--- src/rtl/uart_tx_serializer.sv ---
// Byte-wide UART transmitter: start bit, LSB-first data, optional parity, stop bit(s).
// All outputs are registered; TransBusy spans accept through the last stop-bit cycle.
module uart_tx_serializer #(
  parameter int CLK_FREQ       = 100_000_000,
  parameter int BAUD_RATE      = 115_200,
  parameter int UART_BIT_WIDTH = 8,
  parameter int PARITY         = 0,
  parameter int STOP_BITS      = 1
) (
  input  logic                      clk,
  input  logic                      rst,
  input  logic                      EnTrans,
  input  logic [UART_BIT_WIDTH-1:0] TransData,
  output logic                      TransBusy,
  output logic                      Tx,
  output logic                      Overrun
);

  localparam int CLKS_PER_BIT = CLK_FREQ / BAUD_RATE;
  localparam int CNT_W        = (STOP_BITS * CLKS_PER_BIT > 1) ? $clog2(STOP_BITS * CLKS_PER_BIT) : 1;
  localparam int IDX_W        = (UART_BIT_WIDTH > 1) ? $clog2(UART_BIT_WIDTH) : 1;

  localparam logic [CNT_W-1:0] BIT_LAST  = CNT_W'(CLKS_PER_BIT - 1);
  localparam logic [CNT_W-1:0] STOP_LAST = CNT_W'(STOP_BITS * CLKS_PER_BIT - 1);
  localparam logic [IDX_W-1:0] IDX_LAST  = IDX_W'(UART_BIT_WIDTH - 1);

  if (CLKS_PER_BIT < 2) begin : g_bad_cpb
    $error("uart_tx_serializer: CLKS_PER_BIT must be at least 2");
  end
  if (STOP_BITS < 1 || STOP_BITS > 2) begin : g_bad_stop
    $error("uart_tx_serializer: STOP_BITS must be 1 or 2");
  end
  if (PARITY < 0 || PARITY > 2) begin : g_bad_parity
    $error("uart_tx_serializer: PARITY must be 0, 1 or 2");
  end

  typedef enum logic [2:0] {
    S_IDLE,
    S_START,
    S_DATA,
    S_PARITY,
    S_STOP
  } state_t;

  state_t                    state_q, state_d;
  logic [CNT_W-1:0]          cnt_q, cnt_d;
  logic [IDX_W-1:0]          idx_q, idx_d;
  logic [UART_BIT_WIDTH-1:0] shift_q, shift_d;
  logic                      par_q, par_d;
  logic                      tx_q, tx_d;
  logic                      busy_q, busy_d;
  logic                      ovr_q, ovr_d;

  always_ff @(posedge clk or posedge rst) begin
    if (rst) begin
      state_q <= S_IDLE;
      cnt_q   <= '0;
      idx_q   <= '0;
      shift_q <= '0;
      par_q   <= 1'b0;
      tx_q    <= 1'b1;
      busy_q  <= 1'b0;
      ovr_q   <= 1'b0;
    end else begin
      state_q <= state_d;
      cnt_q   <= cnt_d;
      idx_q   <= idx_d;
      shift_q <= shift_d;
      par_q   <= par_d;
      tx_q    <= tx_d;
      busy_q  <= busy_d;
      ovr_q   <= ovr_d;
    end
  end

  always_comb begin
    state_d = state_q;
    cnt_d   = cnt_q + CNT_W'(1);
    idx_d   = idx_q;
    shift_d = shift_q;
    par_d   = par_q;
    tx_d    = tx_q;
    busy_d  = busy_q;
    ovr_d   = EnTrans && (state_q != S_IDLE);

    unique case (state_q)
      S_IDLE: begin
        cnt_d  = '0;
        idx_d  = '0;
        tx_d   = 1'b1;
        busy_d = 1'b0;
        if (EnTrans) begin
          shift_d = TransData;
          par_d   = (PARITY == 1) ? ~^TransData : ^TransData;
          state_d = S_START;
          tx_d    = 1'b0;
          busy_d  = 1'b1;
        end
      end

      S_START: begin
        if (cnt_q == BIT_LAST) begin
          cnt_d   = '0;
          state_d = S_DATA;
          tx_d    = shift_q[0];
        end
      end

      // The shift register always presents the current bit at [0]; the next
      // bit to drive on a wrap is therefore [1] of the pre-shift value.
      S_DATA: begin
        if (cnt_q == BIT_LAST) begin
          cnt_d = '0;
          if (idx_q == IDX_LAST) begin
            if (PARITY != 0) begin
              state_d = S_PARITY;
              tx_d    = par_q;
            end else begin
              state_d = S_STOP;
              tx_d    = 1'b1;
            end
          end else begin
            idx_d   = idx_q + IDX_W'(1);
            shift_d = shift_q >> 1;
            tx_d    = shift_q[1];
          end
        end
      end

      S_PARITY: begin
        if (cnt_q == BIT_LAST) begin
          cnt_d   = '0;
          state_d = S_STOP;
          tx_d    = 1'b1;
        end
      end

      S_STOP: begin
        tx_d = 1'b1;
        if (cnt_q == STOP_LAST) begin
          cnt_d   = '0;
          state_d = S_IDLE;
          busy_d  = 1'b0;
        end
      end

      default: begin
        state_d = S_IDLE;
        cnt_d   = '0;
        idx_d   = '0;
        tx_d    = 1'b1;
        busy_d  = 1'b0;
      end
    endcase
  end

  assign Tx        = tx_q;
  assign TransBusy = busy_q;
  assign Overrun   = ovr_q;

endmodule

--- config.mk ---
export PLATFORM = sky130hd
export DESIGN_NAME = uart_tx_serializer
export DESIGN_NICKNAME = d
export VERILOG_FILES = /design/src/rtl/uart_tx_serializer.sv
export SDC_FILE = /design/constraint.sdc
export NUM_CORES = 1
export LEC_CHECK = 0
export BUFFER_PORTS_ARGS = -buffer_cell sky130_fd_sc_hd__buf_2
export CAP_MARGIN = 10
export CORE_ASPECT_RATIO = 1.4
export CORE_UTILIZATION = 38
export CTS_CLUSTER_SIZE = 20
export DETAILED_ROUTE_END_ITERATION = 12
export PLACE_DENSITY = 0.55
export SETUP_SLACK_MARGIN = 0.4
export SKIP_CTS_REPAIR_TIMING = 1
export SYNTH_ARGS = -nofsm -noshare
export SYNTH_HDL_FRONTEND = slang
export SYNTH_SLANG_ARGS = --single-unit
--- constraint.sdc ---
create_clock -name clk -period 4.2 [get_ports clk]
set_input_delay 0.21 -clock clk [delete_from_list [all_inputs] [get_ports clk]]
set_output_delay 0.21 -clock clk [all_outputs]
set_load 0.01 [all_outputs]
-- Word-level counts from Yosys, hierarchy flattened
Index checks and enable logic that the tools add are counted.
- register bits after elaboration: 27
- bits of input ports: 11
- logic and storage cells: 61
- add/sub/neg operators: 2
- equality and inequality tests: 13
- muxes and demuxes: 25
- bitwise gates (word level): 2
- reductions and logical operators: 12
- operator list (cell ; count):
    $mux W3 ; 8
    $mux W8 ; 3
    $mux W10 ; 2
    $pmux W8 S2 ; 1
    $pmux W3 S5 ; 1
    $ne A2 B2 Y1 const B ; 7
    $add A10 B1 Y10 const B ; 1
    $eq A10 B10 Y1 const B ; 1
    $mux W1 ; 7
    $eq A3 B2 Y1 const B ; 2
    $eq A3 B3 Y1 const B ; 2
    $pmux W3 S2 ; 1
    $reduce_and A3 Y1 ; 2
    $reduce_and A6 Y1 ; 1
    $reduce_or A3 Y1 ; 2
    $pmux W1 S4 ; 1
    $reduce_and A4 Y1 ; 1
    $reduce_or A4 Y1 ; 1
    $add A3 B1 Y3 const B ; 1
    $eq A3 B1 Y1 const B ; 1
    $logic_not A3 Y1 ; 1
    $pmux W1 S3 ; 1
    $reduce_bool A3 Y1 ; 1
    $not A1 Y1 ; 2
    other kinds (3) ; 3

-- Longest topological paths before layout
- depth after elaboration: 4
- gate-level depth with buffers: 6

-- Worst setup path after synthesis
No wires, ideal clock.
- path type: register to register
- from: register cnt_q[0]
- to: register shift_q[0]
- data arrival time: 1596 ps
- path slack: 2479 ps
- cell stages (with the launch flop): 6
- path buffers: 0
- period minus slack after synthesis: 1721 ps
- cell sequence: dfrtp_1 > ha_1 > nand4b_1 > nor4_4 > a21oi_2 > mux2_2
- cells in the longest elaborated chain, start to end: 3
- ends and longest elaborated chain (item ; RTL line ; text):
    start: declaration ; 46 ; logic [CNT_W-1:0] cnt_q, cnt_d;
    start signal: assignment ; 66 ; cnt_q <= cnt_d;
    $eq A10 B10 Y1 ; 112 ; if (cnt_q == BIT_LAST) begin
    $ne A2 B2 Y1 (no line) ; - ;
    $reduce_and A4 Y1 (no line) ; - ;
    end signal: assignment ; 68 ; shift_q <= shift_d;
    end: declaration ; 48 ; logic [UART_BIT_WIDTH-1:0] shift_q, shift_d;
No other way between the ends.
A chain may end at the register's enable or synchronous reset.

-- Worst setup path after layout
- from: register state_q[2]
- to: register shift_q[1]
- cells in the longest elaborated chain, start to end: 3
- ends and longest elaborated chain (item ; RTL line ; text):
    start: declaration ; 45 ; state_t state_q, state_d;
    start signal: assignment ; 65 ; state_q <= state_d;
    $eq A3 B2 Y1 / $logic_not A3 Y1 (equally long branches) ; 86 ; unique case (state_q)
    $ne A2 B2 Y1 (no line) / $reduce_bool A2 Y1 (equally long branches) ; - ;
    $reduce_and A4 Y1 (no line) ; - ;
Parallel ways exist; a longest one is shown, timed or not.

==> impl_metrics.csv <==
group,metric,value,unit
run_status,status,"finished, final reports clean",
worst_setup_path,reg2reg_slack,2.10,ns
logic_synthesis,synth_cell_types,33,
sta,finClkSkew,0.00446,ns
worst_setup_path,timing.rr.start,"state_q[2]$_DFFE_PP0P_",
route,drt-wirelength-per-cell,13.5,µm
worst_setup_path,worstPathCellList,"nand2b_1 > nor2_1 > mux2_2 > mux2_2",
clock_network,clock_sinks,27,
floorplan,io-pin-count,14,
logic_synthesis,synth_top_family_by_area,"simple AND/OR/NAND/NOR gates",
clock_network,htree_levels,1,
worst_setup_path,required,4.36,ns
sta,hold_ws,0.168,ns
logic_synthesis,avgSynthCellArea,11.1,µm²
place,placed_area,1440,µm²
logic_synthesis,ys_seq_area_share,50.3,%
place,post-place-ws,2.07,ns
route,initialDrtViolationCount,14,
worst_setup_path,critPathKind,"reg2reg",
pwr,p_per_area,282,nW/µm²
sta,fin_crit_sh,50.1,%
logic_synthesis,postSynthCellCount,121,
logic_synthesis,synth_xor_area_share,5.86,%
sta,setup_violations,0,
clock_network,root_buffer,"clkbuf_8",
final_layout,drive_gt1_share,28.4,%
final_layout,fin_nets,149,
clock_network,clk_latency,0.27,ns
route,route.detailed.drc,0,
clock_network,clock_path_buffers,2,
global_routing,grt_remaining_overflow,0,
place,portBuffers,13,
global_routing,grt_max_degree,28,
worst_setup_path,critPathCapture,"shift_q[1]$_DFFE_PP0P_",
logic_synthesis,synth-seq-cells,27,
worst_setup_path,critPathArrivalTime,2.26,ns
sta,fmax,475,MHz
pwr,finalPower,0.419,mW
route,dr.pass1.iters,4,
global_routing,grt_antenna_before_repair,0,
worst_setup_path,worst_r2r_endpoint,"shift_q[1]$_DFFE_PP0P_",
worst_setup_path,end_kind,"flop",
final_layout,finalInstanceArea,1490,µm²
floorplan,core_area,3380,µm²
final_layout,area_growth,10.4,%
worst_setup_path,cp_common_cell,"mux2_2",
floorplan,die_w,52.3,µm
logic_synthesis,synth.net_count,135,
sta,fin_crit,2.10,ns
worst_setup_path,path_buf_inv,0,
run,max-cap-violations,0,
worst_setup_path,path_depth,4,
sta,finalSetupTns,0,ns
route,ant_nets,0,
sta,finalMaxSlewViolations,0,
clock_network,cts.clk_slew.worst_paths,0.09,ns
floorplan,dieHeight,72.4,µm
pwr,ir_worst_vdd,0.000192,V
logic_synthesis,yosys.area_share.simple,17.8,%
worst_setup_path,max_stage_delay,0.60,ns
sta,worst_slew_pin_slew,1.01,ns
worst_setup_path,crit_fanout,11,
route,via_count,911,
floorplan,start_util,39.9,%
pwr,p_leak,0.702,nW
global_routing,grt_pass1_wl,4230,µm
global_routing,grtUsageTotal,14.8,%
logic_synthesis,yosys_warnings,0,
logic_synthesis,synth_compound_area_share,8.74,%
worst_setup_path,r2r_cells,4,
route,avgViaCountPerCell,5.24,
place,gp_congestion,0.795,
final_layout,stdcell_count,174,
final_layout,fin_util,44.0,%
worst_setup_path,path_delay_family,"simple AND/OR/NAND/NOR gates",
clock_network,tritoncts,"built",
global_routing,grt_pass1_vias,992,
sta,slew_headroom,32.6,%
sta,hold_viol,0,
route,finalWirelength,2350,µm
place,hpwl,1810,µm
worst_setup_path,worst_path_max_delay_cell,"nor2_1",
sta,rsz0062_at_grt,"no",
floorplan,dieArea,3790,µm²
worst_setup_path,startpoint_type,"flop",
place,placed_cells,170,
final_layout,diodes,0,
logic_synthesis,syn_area,1350,µm²
hold_path,min_path_type,"in2async",
worst_setup_path,startpoint,"state_q[2]$_DFFE_PP0P_",
clock_network,cts_buffers,3,
logic_synthesis,synth.area.mux_share,11.7,%
sta,worst_slack,2.10,ns
logic_synthesis,synth_adder_area_share,2.79,%
floorplan,rows,25,
[synth_stat cells]
library cell	n	area [µm²]
nor2b_1	2	12.5
a21o_1	1	7.51
a2bb2oi_1	1	8.76
dfrtp_1	26	651
a21oi_1	2	10.0
and3b_2	1	10.0
and2_1	1	6.26
nand2b_1	1	6.26
a32o_1	3	30.0
or2_2	1	6.26
nor3_4	1	16.3
nor2_1	19	71.3
inv_1	5	18.8
o221ai_1	1	8.76
mux2_2	14	158
ha_1	3	37.5
nor4_4	1	21.3
nand4b_1	1	8.76
a22o_2	1	10.0
dfstp_2	1	26.3
o22ai_1	1	6.26
nand4_1	1	6.26
nor4_1	1	6.26
a21oi_2	1	8.76
a211oi_1	1	7.51
or3_4	1	11.3
xnor2_1	6	52.6
nand3_1	5	25.0
nand2_1	3	11.3
o21ai_0	4	20.0
xor2_1	3	26.3
nor3_1	4	20.0
buf_2	4	20.0
[state kept, by name, indices dropped and copies added (netlist names)]
register and count:
shift_q 8, Overrun 1, TransBusy 1, cnt_q 10, idx_q 3, Tx 1
state_q 3
[cells by family after synthesis]
family,count (synthesis)
AOI/OAI and AO/OA,16
xor gates and xnor gates,9
adders and majority gates,3
buffers and inverters,9
DFF,27
muxes,14
and+or+nand+nor,43
[power breakdown]
| group | switching [mW] | internal, mW |
|---|---|---|
| combinational | 0.00746 | 0.00630 |
| sequential | 0.0000736 | 0.260 |
| clock | 0.0769 | 0.0678 |
[metal layers]
layer / share of wire, % / global-route usage [%] / up-vias
met5: 0 / 0 / -
met4: 0.98 / 6.14 / 0
met3: 1.5 / 1.89 / 2
met2: 56 / 28.1 / 7
met1: 41 / 15.6 / 455
li1: - / - / 447
[worst min path at each step]
stage,end,slack (ns),depth (start not counted)
after floorplan,Overrun$_DFF_PP0_,0.26,1
after global placement,shift_q[7]$_DFFE_PP0P_,0.45,2
after global routing,shift_q[7]$_DFFE_PP0P_,0.17,2
after CTS,shift_q[7]$_DFFE_PP0P_,0.18,2
final,shift_q[3]$_DFFE_PP0P_,0.17,2
after detailed placement,shift_q[7]$_DFFE_PP0P_,0.45,2
[placed cells by master (no fill, tap or decap), types with 2 or more instances in the layout]
master and instances:
buf_2 13, nand2_1 3, a21oi_1 2, ha_1 3, mux2_2 14, xnor2_1 6
xor2_1 3, o21ai_0 4, nor3_1 4, dfrtp_1 26, nor2_1 19, clkbuf_8 3
nand3_1 5, nor2b_1 2, a32o_1 3, inv_1 5
[cell type report]
class                      instances  area (µm²)
sequential                        27         677
clock buffer                       4        45.0
multi-input combinational         85         631
inverter                           5        18.8
fill                             332        1890
timing repair buffer              13        65.1
tap                               40        50.0
No activity file was read; power rests on OpenSTA's default activity.
